File: src/rtl/cle_pkg.sv
// Shared labeling-path package: image geometry and the pass-level FSM
// states. Used by the labeling engine and the bitmap packer.
package cle_pkg;

  localparam int IMG_W     = 32;
  localparam int IMG_PIX   = 1024;
  localparam int IMG_BYTES = 128;
  localparam int LBL_W     = 8;

  typedef enum logic [2:0] {
    IDLE  = 3'd0,
    READ  = 3'd1,
    DRAIN = 3'd2,
    EMIT  = 3'd3,
    DONE  = 3'd4
  } cle_state_e;

endpackage

File: src/rtl/pack_shift8.sv
// 8-bit MSB-first shift register. The first bit shifted in ends up in
// bit 7 after eight shifts. q_next exposes the post-shift value so the
// caller can grab a completed byte in the same cycle as the last shift.
// inc pulses for every 1-bit shifted in, for a running popcount.
module pack_shift8 (
  input  logic       clk,
  input  logic       reset,
  input  logic       clear,
  input  logic       shift_en,
  input  logic       bit_in,
  output logic [7:0] q,
  output logic [7:0] q_next,
  output logic       inc
);

  assign q_next = {q[6:0], bit_in};
  assign inc    = shift_en & bit_in;

  // Shift state: cleared on reset or explicit clear, otherwise shifts in bit_in.
  always_ff @(posedge clk) begin
    if (reset || clear) q <= '0;
    else if (shift_en)  q <= q_next;
  end

endmodule

File: src/rtl/label_bitmap_packer.sv
// Re-packs a 32x32 8-bit label image from the label SRAM into the
// 128-byte binary bitmap format (pixel 0 of each byte in the MSB) and
// streams the bytes out over valid/ready, counting foreground pixels.
// Optional build macro LABEL_FILTER_EN adds sel_label: a nonzero value
// keeps only pixels carrying that label, so pix_cnt becomes its area.
module label_bitmap_packer #(
  parameter int NUM_BYTES = 128,
  parameter int SRAM_AW   = 10,
  parameter int LBL_W     = 8
) (
  input  logic               clk,
  input  logic               reset,
  input  logic               start,
  output logic [SRAM_AW-1:0] sram_a,
  input  logic [LBL_W-1:0]   sram_q,
  output logic [7:0]         out_data,
  output logic [6:0]         out_addr,
  output logic               out_valid,
  input  logic               out_ready,
`ifdef LABEL_FILTER_EN
  input  logic [LBL_W-1:0]   sel_label,
`endif
  output logic [10:0]        pix_cnt,
  output logic               busy,
  output logic               finish
);
  import cle_pkg::*;

  localparam logic [10:0] PIX_MAX  = 11'(NUM_BYTES * 8);
  localparam logic [6:0]  LAST_IDX = 7'(NUM_BYTES - 1);

  cle_state_e state, state_nx;
  logic [2:0] j;
  logic [6:0] byte_idx;
  logic       start_acc, hs, cap, bit_in, inc;
  logic [7:0] sr_q, sr_next;

  // A new pass can only be launched from an idle or finished FSM.
  assign start_acc = start && (state == IDLE || state == DONE);
  assign hs        = (state == EMIT) && out_ready;
  // SRAM data lags the address by one cycle: READ j>0 captures pixel j-1,
  // DRAIN captures pixel 7.
  assign cap       = ((state == READ) && (j != 3'd0)) || (state == DRAIN);

`ifdef LABEL_FILTER_EN
  logic [LBL_W-1:0] sel_q;
  assign bit_in = (sel_q != '0) ? (sram_q == sel_q) : (sram_q != '0);
`else
  assign bit_in = (sram_q != '0);
`endif

  pack_shift8 u_shift (
    .clk      (clk),
    .reset    (reset),
    .clear    (start_acc),
    .shift_en (cap),
    .bit_in   (bit_in),
    .q        (sr_q),
    .q_next   (sr_next),
    .inc      (inc)
  );

  // State register.
  always_ff @(posedge clk) begin
    if (reset) state <= IDLE;
    else       state <= state_nx;
  end

  // Next-state logic: eight READ cycles, one DRAIN, then hold in EMIT until accepted.
  always_comb begin
    state_nx = state;
    unique case (state)
      IDLE, DONE: if (start) state_nx = READ;
      READ:       if (j == 3'd7) state_nx = DRAIN;
      DRAIN:      state_nx = EMIT;
      EMIT:       if (out_ready) state_nx = (byte_idx == LAST_IDX) ? DONE : READ;
      default:    state_nx = IDLE;
    endcase
  end

  // Outputs decoded from state; the SRAM is only addressed during READ.
  always_comb begin
    sram_a    = '0;
    out_valid = 1'b0;
    busy      = 1'b0;
    finish    = 1'b0;
    unique case (state)
      READ:    begin sram_a = SRAM_AW'({byte_idx, j}); busy = 1'b1; end
      DRAIN:   busy = 1'b1;
      EMIT:    begin busy = 1'b1; out_valid = 1'b1; end
      DONE:    finish = 1'b1;
      default: ;
    endcase
  end

  // Datapath: pixel counter, byte index, popcount and output byte latch.
  always_ff @(posedge clk) begin
    if (reset) begin
      j        <= '0;
      byte_idx <= '0;
      out_data <= '0;
      pix_cnt  <= '0;
`ifdef LABEL_FILTER_EN
      sel_q    <= '0;
`endif
    end else begin
      if (start_acc) begin
        j        <= '0;
        byte_idx <= '0;
        pix_cnt  <= '0;
`ifdef LABEL_FILTER_EN
        sel_q    <= sel_label;
`endif
      end
      if (state == READ) j <= j + 3'd1;
      if (inc && pix_cnt != PIX_MAX) pix_cnt <= pix_cnt + 11'd1;
      if (state == DRAIN) out_data <= sr_next;
      if (hs && byte_idx != LAST_IDX) byte_idx <= byte_idx + 7'd1;
    end
  end

  assign out_addr = byte_idx;

endmodule

File: config.mk
export PLATFORM = sky130hd
export DESIGN_NAME = label_bitmap_packer
export DESIGN_NICKNAME = d
export VERILOG_FILES = /design/src/rtl/cle_pkg.sv /design/src/rtl/pack_shift8.sv /design/src/rtl/label_bitmap_packer.sv
export SDC_FILE = /design/constraint.sdc
export NUM_CORES = 1
export LEC_CHECK = 0
export CORE_UTILIZATION = 35
export CTS_CLUSTER_DIAMETER = 80
export DETAILED_ROUTE_END_ITERATION = 6
export SLEW_MARGIN = 5
export SYNTH_ARGS = -nofsm -noshare
export SYNTH_HDL_FRONTEND = slang
export SYNTH_SLANG_ARGS = --single-unit
File: constraint.sdc
create_clock -name clk -period 1.8 [get_ports clk]
set_input_delay 0.27 -clock clk [delete_from_list [all_inputs] [get_ports clk]]
set_output_delay 0.27 -clock clk [all_outputs]
set_load 0.005 [all_outputs]
======== After elaboration in Yosys (flattened, before gate mapping) ========
Index checks and enable logic that the tools add are counted.
cells by class
  muxes and demuxes ....................... 15
  equality and inequality tests ........... 11
  reductions and logical operators ........ 17
  $add $sub $neg .......................... 3
  bitwise logic cells ..................... 1
operators by type and width
  kind                                                                   count
  11-bit 2-to-1 mux                                                      2
  3-bit 2-to-1 mux                                                       6
  7-bit 2-to-1 mux                                                       2
  3-bit case mux with 4 select lines                                     1
  11-bit by 1-bit adder with 11-bit output, second input constant        1
  11-bit inequality test, second input constant                          1
  10-bit 2-to-1 mux                                                      1
  8-bit nonzero test                                                     1
  7-bit by 1-bit adder with 7-bit output, second input constant          1
  7-bit equality test, second input constant                             1
  7-bit inequality test, second input constant                           1
  3-bit by 2-bit equality test with 1-bit output, second input constant  2
  3-bit equality test, second input constant                             2
  2-bit inequality test, second input constant                           3
  2-bit nonzero test                                                     3
  1-bit logical AND                                                      5
  3-bit by 1-bit adder with 3-bit output, second input constant          1
  3-bit by 1-bit equality test with 1-bit output, second input constant  1
  3-bit logical NOT                                                      1
  1-bit logical OR                                                       3
  1-bit 2-to-1 mux                                                       3
  3-bit AND reduction                                                    1
  3-bit nonzero test                                                     1
  3-bit OR reduction                                                     1
  2 further kinds                                                        2
word-level totals
  input bits .............................. 12
  register bits ........................... 39
  output and inout bits ................... 39
  logic and storage cells ................. 53

======== Logic depth before layout (Yosys ltp) ========
  depth in word-level cells ............... 6
  gate-level depth with buffers ........... 8
  depth with buffers taken out ............ 7

======== Cells and area by module ========
Synthesis repeated with hierarchy kept, for this count alone.
second synthesis, totals
  cells, all modules ...................... 230
  area total of the unflattened synthesis .. 2077.0 um^2
modules (own cells, without submodules)
  module               times used  area an instance (um^2)  cells each  sequential area each (um^2)
  label_bitmap_packer  1           1715.4                   194         640.6
  pack_shift8          1           361.6                    36          160.2

======== Worst setup path before layout ========
OpenSTA, ideal clock, no wires.
  kind .................................... register to register
  start ................................... reg j[0]
  end ..................................... reg pix_cnt[9]
  slack ................................... -0.034 ns
  setup time .............................. 0.074 ns
  clock period less this slack ............ 1.834 ns
  path buffers ............................ 1
  arrival time ............................ 1.760 ns
  stages on the path, launching flop included .. 9
  required time ........................... 1.726 ns
  cells stage by stage .................... dfxtp_1 -> inv_1 -> ha_1 -> and2b_4 -> o21ai_2 -> nand4_1 -> buf_2 -> or4_1 -> a31oi_1
on the way
  word-level cells in the longest chain between the ends .. 6
  elaborated cells on any way between the ends .. 7
  classes of those cells .................. mux (1); bitwise (1); reduce/logical (5)
RTL lines
  item                                                            RTL line                    source
  from (decl)                                                     label_bitmap_packer.sv:33   logic [2:0] j;
  from (signal assigned)                                          label_bitmap_packer.sv:115  if (state == READ) j <= j + 3'd1;
  3-bit nonzero test (*)                                          label_bitmap_packer.sv:43   assign cap = ((state == READ) && (j != 3'd0)) || (state == DRAIN);
  1-bit logical AND (*)                                           label_bitmap_packer.sv:43
  1-bit logical OR (*)                                            label_bitmap_packer.sv:43
  1-bit AND (*)                                                   pack_shift8.sv:17           assign inc = shift_en & bit_in;
  1-bit logical AND (*)                                           label_bitmap_packer.sv:116  if (inc && pix_cnt != PIX_MAX) pix_cnt <= pix_cnt + 11'd1;
  11-bit 2-to-1 mux / 2-bit nonzero test (equally long branches)  n/a
  to (signal assigned)                                            label_bitmap_packer.sv:116
  to (decl)                                                       label_bitmap_packer.sv:23   output logic [10:0] pix_cnt,
Mark *: on every way between the ends. The rest lies on a longest branch, timed or not.
A chain may end at the register's enable or synchronous reset.

======== Worst setup path after layout ========
  start ................................... reg j[0]
  end ..................................... reg pix_cnt[7]
The elaborated chain is that of the path after synthesis.

==> impl_metrics.toml <==
[timing]
final.min_clock_period_ps = 1810
report.final.slew_viol_count = 0
rsz0062_at_grt = "true"
slew_headroom = 0.652
worst_slew_pin_slew_ps = 520
fmax_mhz = 554
final_hold_viol_count = 0
setup_viol_count_final = 1
fin_skew_ps = 2.09
fin_ws_ps = -5.70
period_share = 1.00

[global_route]
top_usage_layer = "met2"
grt_max_degree = 15
grtUsageMet2 = 0.276
grt_pass1_vias = 1757
grt_pass1_wl_um = 8250
grt_use_met1 = 0.222
grt_usage = 0.171
antenna_found_initial = 0
grt_util_met3 = 0.0482
gr-total-overflow = 0

[final_layout]
fin_area_um2 = 3030
final_cells = 398
ff_latch_area_um2 = 790
n_antenna_cell = 0
layout.nets = 343
drive_above_1_share = 0.230
area_delta_synth_final_pct = 52.4
fillCellCount = 516
multi_input_area_um2 = 1170

[logic_synthesis]
ys_top_cells_by_count = "39 x dfxtp_1, 34 x nor2_1, 17 x nand3_1"
synth_most_common_cell = "dfxtp_1"
synth_edf_count = 0
synth_top_family_by_area = "simple AND/OR/NAND/NOR gates"
synth_seq_cells = 39
synthAdderAreaFrac = 0.0378
syn_avg_cell_area_um2 = 8.32
synth_area_leader_cell = "dfxtp_1"
synthDistinctLibCells = 42
synth-simple-area-share = 0.302
synth-compound-area-share = 0.143
synthTopCellsByArea = "dfxtp_1 39%, mux2i_1 7.6%, nor2_1 6.4%, nand3_1 4.3%, ha_1 3.8%"
netlist_instances = 239
seq_area_frac_synth = 0.393
synthesis.area_um2 = 1990
synthXorXnorAreaFrac = 0
synthMuxAreaShare = 0.0755
yosys_most_used_dff = "dfxtp_1"
synthArstFlopShare = 0
synth.top_cell.area_share = 0.393
synth_nets = 257
yosys_warnings = 0

[clocking]
postCtsHoldBufs = 0
cts_buffer_depth = 2
cts-root-buf = "clkbuf_8"
path_clk_slew_ps = 80
insertion_delay_ps = 290
cts.sinks = 39
cts_buffers = 5
h-tree-depth = 2
cts_tree = "done"

[floorplan]
die_x_um = 77.4
core_um2 = 5510
rows = 27
ios = 51
start_util = 0.361
chipHeight_um = 77.4
die-area_um2 = 5990

[routing]
dr.pass1.iters = 4
drt_iter0_drc = 65
wl_per_cell_um = 12.7
vias = 1997
routed_wl_um = 5050
via_per_inst = 5.02
ant_nets = 0
drc = 0

[placed_design]
place_area_um2 = 2720
dp.cells = 376
io_buffers = 50
place_worst_setup_slack_ps = -91.5
place_hpwl_um = 3440
gp_congestion = 0.832

[setup_path]
worstPathRequired_ps = 2020
cp_slowest_stage_delay_ps = 540
path_max_fanout = 4
cp-start-kind = "flip-flop"
slowest_stage = "or4_1"
end_kind = "flip-flop"
critPathKind = "reg2reg"
path_cells = "inv_2 > ha_4 > and2b_4 > o21ai_4 > nand4_1 > or4_1 > a31oi_1"
cp_data_arrival_time_ps = 2030
cp_top_family = "simple AND/OR/NAND/NOR gates"
crit_buf_inv = 1

[power]
total_power_w = 0.00191
irDropWorstVdd_mv = 0.443
power.density_nw_per_um2 = 631
p_leak_nw = 1.24

[outcome]
outcome = "finished with violations"
violations = "negative setup slack"

[run]
drv_cap = 0

[worst_hold_path]
holdCritPathClass = "reg2reg"
report_power, final:
| group | total [W] | switching [W] | internal, W |
|---|---|---|---|
| logic | 0.000293 | 0.000138 | 0.000155 |
| registers | 0.000884 | 0.0000107 | 0.000874 |
| clock network | 0.000736 | 0.000323 | 0.000413 |
layout by cell type (no fill, tap or decap), types with 2 or more instances in the layout:
master,instances
nand2_1,10
nor3_2,2
nor3_1,5
a31oi_1,7
dlymetal6s2s_1,5
nand4_1,2
nor4_2,2
ha_1,5
nand3_2,2
o21ai_0,13
nand2b_4,2
buf_6,4
clkdlybuf4s50_1,37
dlygate4sd2_1,7
or3_1,3
inv_2,3
buf_4,38
a22oi_1,3
and3_1,4
o211ai_1,3
a21oi_1,11
nand2b_1,6
dfxtp_1,34
nand3_1,15
dfxtp_2,4
mux2i_1,15
clkbuf_8,5
a211oi_1,4
nor2_1,32
inv_1,3
nor4_1,3
and2_1,10
or4_1,2
nor3b_1,4
kinds of logic after synthesis:
family	Yosys count
muxes	15
adders and majority gates	6
buffers and inverters	20
AOI/OAI and AO/OA	46
DFF	39
and+or+nand+nor	113
timing repair:
| action | CTS | global route |
|---|---|---|
| resized for setup | 23 | 18 |
| cloned | 1 | 0 |
| setup endpoints to repair | 12 | 13 |
| pin swaps | 4 | 7 |
| hold endpoints to repair | 0 | 0 |
| setup buffers | 6 | 7 |
worst reg2reg max path, stage by stage (launching register included):
cell and delay [ps]:
dfxtp_2 340, inv_2 50, ha_4 150, and2b_4 160
o21ai_4 170, nand4_1 170, or4_1 540, a31oi_1 160
path summary, 6_finish.rpt:
path	startpoint	endpoint	slack [ps]	cells after the start
worst max-delay path	j[0]	pix_cnt[7]	-6	7
worst min-delay path	out_data[6]	out_data[6]	500	2
worst max register to register	j[0]	pix_cnt[7]	-6	7
worst min register to register	out_data[6]	out_data[6]	500	2
state kept, by name, summed over array words and instances (netlist names):
register	cells
j	3
out_addr	7
out_data	8
pix_cnt	11
state	3
u_shift.q	7
metrics by stage:
stage | TNS [ps] | utilization | hold WS, ps
finish | -5.70 | 0.550 | 496
global route | -432 | 0.550 | 519
CTS | 0 | 0.530 | 503
detailed placement | -420 | 0.494 | 480
global placement | -108 | 0.494 | 474
floorplan | 0 | - | 460
layout make-up:
class                   count  share of cell area
flip-flops and latches     39               0.261
clock buffers               5              0.0227
clock inverters             3              0.0145
inverters                   7             0.00950
repair buffers             92               0.276
multi-input cells         180               0.387
well taps                  72              0.0297
metal layers:
layer,routed length [µm],up-vias
met5,0,-
met2,2400,41
met3,211,4
met4,44,0
li1,-,1028
met1,2390,924
(Power assumes the default switching activity.)
